## src/rtl/seven_seg_scanner.sv

```systemverilog
`default_nettype none
// ============================================================================
//  Module      : seven_seg_scanner
//  Description : Converts a 14-bit binary value into four BCD digits with a
//                sequential shift-add-3 (double-dabble) engine, latches the
//                result into a display register and time-multiplexes the
//                digits towards a 7-segment digit decoder.
//  Ports       : clk      - system clock, rising edge
//                rst      - asynchronous active-high reset
//                value_in - binary value, sampled on an accepted load
//                load     - conversion request (pulse or level)
//                busy     - conversion in progress
//                done     - one-cycle pulse after the display register updates
//                digit    - digit code (0-9, 5'h1F = error)
//                exp      - digit position (0 = ones .. 3 = thousands)
//  Revision    : 1.0 - initial release
// ============================================================================
module seven_seg_scanner #(
    parameter int REFRESH_DIV = 50000,
    parameter int DIV_W       = 16
) (
    input  logic        clk,
    input  logic        rst,
    input  logic [13:0] value_in,
    input  logic        load,
    output logic        busy,
    output logic        done,
    output logic [4:0]  digit,
    output logic [2:0]  exp
);

    localparam logic [13:0]      c_max_value = 14'd9999;
    localparam logic [3:0]       c_last_step = 4'd13;
    localparam logic [DIV_W-1:0] c_div_last  = DIV_W'(REFRESH_DIV - 1);

    typedef enum logic [1:0] {
        S_IDLE    = 2'd0,
        S_CONVERT = 2'd1,
        S_COMMIT  = 2'd2
    } state_t;

    state_t      r_state, w_state_next;
    logic [13:0] r_bin, w_bin_next;
    logic [15:0] r_bcd, w_bcd_next;
    logic [3:0]  r_step, w_step_next;
    logic        r_pend_err, w_pend_err_next;
    logic        r_busy, w_busy_next;
    logic        r_done, w_done_next;
    logic [15:0] r_disp, w_disp_next;
    logic        r_err, w_err_next;
    logic [15:0] w_bcd_adj;

    // Add-3 correction on every BCD nibble, applied before the shift.
    for (genvar i = 0; i < 4; i++) begin : g_adj
        assign w_bcd_adj[4*i +: 4] = (r_bcd[4*i +: 4] >= 4'd5) ?
                                     (r_bcd[4*i +: 4] + 4'd3) : r_bcd[4*i +: 4];
    end

    always_ff @(posedge clk or posedge rst) begin
        if (rst) begin
            r_state    <= S_IDLE;
            r_bin      <= '0;
            r_bcd      <= '0;
            r_step     <= '0;
            r_pend_err <= 1'b0;
            r_busy     <= 1'b0;
            r_done     <= 1'b0;
            r_disp     <= '0;
            r_err      <= 1'b0;
        end else begin
            r_state    <= w_state_next;
            r_bin      <= w_bin_next;
            r_bcd      <= w_bcd_next;
            r_step     <= w_step_next;
            r_pend_err <= w_pend_err_next;
            r_busy     <= w_busy_next;
            r_done     <= w_done_next;
            r_disp     <= w_disp_next;
            r_err      <= w_err_next;
        end
    end

    always_comb begin
        w_state_next    = r_state;
        w_bin_next      = r_bin;
        w_bcd_next      = r_bcd;
        w_step_next     = r_step;
        w_pend_err_next = r_pend_err;
        w_busy_next     = r_busy;
        w_done_next     = 1'b0;
        w_disp_next     = r_disp;
        w_err_next      = r_err;
        case (r_state)
            S_IDLE: begin
                if (load) begin
                    w_busy_next = 1'b1;
                    if (value_in <= c_max_value) begin
                        w_bin_next      = value_in;
                        w_bcd_next      = '0;
                        w_step_next     = '0;
                        w_pend_err_next = 1'b0;
                        w_state_next    = S_CONVERT;
                    end else begin
                        // Out-of-range values skip the engine entirely.
                        w_pend_err_next = 1'b1;
                        w_state_next    = S_COMMIT;
                    end
                end
            end
            S_CONVERT: begin
                {w_bcd_next, w_bin_next} = {w_bcd_adj[14:0], r_bin, 1'b0};
                w_step_next = r_step + 4'd1;
                if (r_step == c_last_step) begin
                    w_state_next = S_COMMIT;
                end
            end
            S_COMMIT: begin
                if (r_pend_err) begin
                    w_err_next = 1'b1;
                end else begin
                    w_disp_next = r_bcd;
                    w_err_next  = 1'b0;
                end
                w_pend_err_next = 1'b0;
                w_done_next     = 1'b1;
                w_busy_next     = 1'b0;
                w_state_next    = S_IDLE;
            end
            default: begin
                w_state_next = S_IDLE;
                w_busy_next  = 1'b0;
            end
        endcase
    end

    // Free-running refresh scanner.
    logic [DIV_W-1:0] r_div;
    logic [1:0]       r_sel, w_sel_next;
    logic [4:0]       r_digit, w_digit_next;
    logic [2:0]       r_exp;
    logic             w_div_wrap;

    assign w_div_wrap = (r_div == c_div_last);
    assign w_sel_next = w_div_wrap ? (r_sel + 2'd1) : r_sel;

    // Output registers track the new select value so digit and exp move
    // together on the same edge as the select itself.
    always_comb begin
        w_digit_next = {1'b0, r_disp[{w_sel_next, 2'b00} +: 4]};
        if (r_err) begin
            w_digit_next = 5'h1F;
        end
    end

    always_ff @(posedge clk or posedge rst) begin
        if (rst) begin
            r_div   <= '0;
            r_sel   <= '0;
            r_digit <= '0;
            r_exp   <= '0;
        end else begin
            r_div   <= w_div_wrap ? '0 : (r_div + 1'b1);
            r_sel   <= w_sel_next;
            r_digit <= w_digit_next;
            r_exp   <= {1'b0, w_sel_next};
        end
    end

    assign busy  = r_busy;
    assign done  = r_done;
    assign digit = r_digit;
    assign exp   = r_exp;

endmodule
`default_nettype wire

```

## config.mk

```make
export PLATFORM = sky130hd
export DESIGN_NAME = seven_seg_scanner
export DESIGN_NICKNAME = d
export VERILOG_FILES = /design/src/rtl/seven_seg_scanner.sv
export SDC_FILE = /design/constraint.sdc
export NUM_CORES = 1
export LEC_CHECK = 0
export BUFFER_PORTS_ARGS = -buffer_cell sky130_fd_sc_hd__buf_2
export CAP_MARGIN = 20
export CORE_MARGIN = 8
export CORE_UTILIZATION = 28
export CTS_BUF_LIST = sky130_fd_sc_hd__clkbuf_4
export DETAILED_ROUTE_END_ITERATION = 12
export GPL_TIMING_DRIVEN = 0
export PLACE_DENSITY_LB_ADDON = 0.05
export SLEW_MARGIN = 20
export SYNTH_ARGS = -nofsm -noshare
export SYNTH_HDL_FRONTEND = slang
export SYNTH_SLANG_ARGS = --single-unit
```

## constraint.sdc

```tcl
create_clock -name clk -period 2.6 [get_ports clk]
set_input_delay 0.13 -clock clk [delete_from_list [all_inputs] [get_ports clk]]
set_output_delay 0.13 -clock clk [all_outputs]
set_load 0.02 [all_outputs]
```

==> flow_summary.ini <==
[global_routing]
grt_max_degree = 47
gr-usage-all-layers_pct = 11.32
grt_pass1_wl_um = 15790
grt_overflow = 0
antenna_found_initial = 1
grt_pass1_vias = 2975

[cells_and_area]
drive_gt1_share_pct = 19.07
area_delta_synth_final_pct = 18.05
fin_nets = 453
instances_no_fill = 611
final_area_mm2 = 0.004656
post-route-util_pct = 33.67

[die]
start_util_pct = 28.52
rows = 43
dieHeight_um = 134.7
dieArea_mm2 = 0.01814
core_mm2 = 0.01383
ios = 27
chipWidth_um = 134.7

[critical_path]
critPathKind = flip-flop to flip-flop
critPathRequiredTime_ns = 2.96
critPathMaxFanout = 10
critical_path_buf_inv_count = 3
start_kind = flip-flop
crit_path_cell_trace = buf_2 -> nand2b_1 -> clkbuf_1 -> clkbuf_1 -> nor3_1 -> a21o_1
regToRegStartpoint = r_state[1]
cp_common_cell = clkbuf_1
worst_path_largest_cell_delay_ns = 0.49
worst_path_max_delay_cell = clkbuf_1
cp.arrival_ns = 2.30
crit_start = r_state[1]
crit_family = buffers and inverters
end_kind = flip-flop

[power_and_ir_drop]
power_mw = 4.519
p_int_mw = 2.874
vdd_drop_max_v = 0.0003718
switching_power_mw = 1.644
cellPowerDensity_mw_per_mm2 = 970.5
combPwrFrac_pct = 35.3
swShare_pct = 36.39
leakage_nw = 2.103
p_seq_share_pct = 44.1
pwr-share-clk_pct = 20.6

[detailed_routing]
drcViolationCount = 0
wl_um = 9366
antenna_left = 0
post_drt_wl_per_cell_um = 15.33
vias_per_cell = 4.761
firstDrtPassIters = 4
vias = 2909
first_iter_violations = 113

[place]
place_congestion = 0.7384
port_buffers = 25
dp_hpwl_um = 6516
dp.cells = 579
dp_slack_ns = 0.6217
place_area_mm2 = 0.004324

[cts]
cts_tree = built
clock_latency_ns = 0.46
htree_num_levels = 3
cts_made_buffers = 9
ctsRootBufferMaster = clkbuf_4
cts_buffer_depth = 2
clk_pin_slew_ns = 0.12
clock-sinks = 79
postCtsSetupRepairBufs = 0

[yosys]
syn_area_per_cell_um2 = 10.57
synth_edf_count = 0
yosysWarnings = 0
synth_ff_type = dfrtp_1
syn-cell-area_mm2 = 0.003944
synth.distinct_cells = 45
syn_nets = 401
ys_seq_area_share_pct = 50.13
synth_seq_cells = 79
syn_inst = 373
ys_async_sr_fraction_pct = 100.0

[sta]
tightest_slew_ns = 0.6334
finalSetupViolCount = 0
tns_ns = 0
rsz0062_at_grt = false
final_hold_viol_count = 0
period_needed_ns = 1.944
timing.final.ws_setup_ns = 0.6564
skew_ns = 0.01498
slew_viol_final = 0
relSlewSlack_pct = 57.77
period_share_pct = 74.76
hold_ws_ns = 0.05151
fmax_mhz = 514.5

[hold_path]
min_from = load
holdCritPathClass = input port to flip-flop

[run]
drv_cap = 0

[run_status]
status = complete, no violations
## cells in the mapped netlist, types with 9 or more instances
library cell  instances  share of area (%)
nor2_1               35                3.3
nand2_1              26                2.5
a21oi_1              27                3.4
inv_1                11                1.0
mux2_2               23                6.6
xnor2_1              15                3.3
o21ai_0              13                1.6
mux2i_1              14                3.6
dfrtp_1              79                 50
ha_1                 11                3.5
nand3_1               9                1.1
## logic make-up after synthesis
logic type	Yosys count	synth area share [%]
and+or+nand+nor	123	16.31
DFF	79	50.13
AOI/OAI and AO/OA	72	11.93
muxes	37	10.12
buffers and inverters	29	3.268
xor gates and xnor gates	21	4.664
adders and majority gates	11	3.490
other	1	0.09509
## per-layer routing
metal  part of all wire, %  vias up  track usage [%]
met5                     0        -                0
met4                   2.2        0            5.989
met3                   2.9       15            2.489
met2                    45       41            17.67
met1                    50     1414            14.33
li1                      -     1439                -
## power by group through the flow
| stage | Clock [mW] | Sequential [mW] | Combinational [mW] |
|---|---|---|---|
| finish | 0.932 | 1.99 | 1.59 |
| detailed placement | 0 | 2.02 | 1.60 |
| CTS | 0.984 | 1.99 | 1.62 |
| global placement | 0 | 2.01 | 1.58 |
| global route | 1.03 | 2.06 | 1.84 |
| floorplan | 0 | 1.95 | 1.19 |
## worst reg2reg max path, cell delays in order, from the launching register on
cell	delay, ns
dfrtp_1	0.35
buf_2	0.20
nand2b_1	0.12
clkbuf_1	0.33
clkbuf_1	0.49
nor3_1	0.18
a21o_1	0.18
## final cells by class
class / count / area, um^2
Antenna cell: 1 / 2.502
Buffer: 18 / 87.58
Clock buffer: 9 / 67.56
Clock inverter: 7 / 111.4
Fill cell: 1409 / 9171
Inverter: 11 / 43.79
Multi-Input combinational cell: 265 / 1838
Sequential cell: 79 / 1977
Tap cell: 180 / 225.2
Timing Repair Buffer: 41 / 302.8
## cells in the final DEF (no fill, tap or decap), types with 5 or more instances in the layout
cell and count:
clkbuf_1 8, ha_1 11, mux2i_1 14, dfrtp_1 79, nor3_1 6, xor2_1 6
a22o_1 8, nand4_1 7, xnor2_1 15, nor2b_1 8, a21oi_1 27, nand2b_1 7
nor2_1 35, nor4_1 5, clkbuf_4 9, buf_2 32, nand2_1 26, inv_1 10
dlygate4sd3_1 15, mux2_2 23, o21ai_0 13, nand3_1 9
## final timing paths
check	to	slack, ns	depth (start not counted)
max in group asynchronous	r_pend_err	1.76	4
setup / recovery	r_bcd[4]	0.66	6
setup reg to reg	r_bcd[4]	0.66	6
hold reg to reg	r_div[15]	0.49	1
min in group asynchronous	r_bin[8]	0.23	3
hold / removal	r_pend_err	0.05	4
## flip-flops by register name, indices dropped and copies added (netlist names)
register	flops
digit	5
done	1
busy	1
r_div	16
r_disp	16
r_bcd	16
exp	2
r_step	4
r_err	1
r_bin	14
r_pend_err	1
r_state	2
## what timing repair did
action | in CTS | in global routing
endpoints found under the hold margin | 47 | 0
resized for setup | 0 | 0
hold buffers | 15 | 0
No activity file was read; power rests on OpenSTA's default activity.
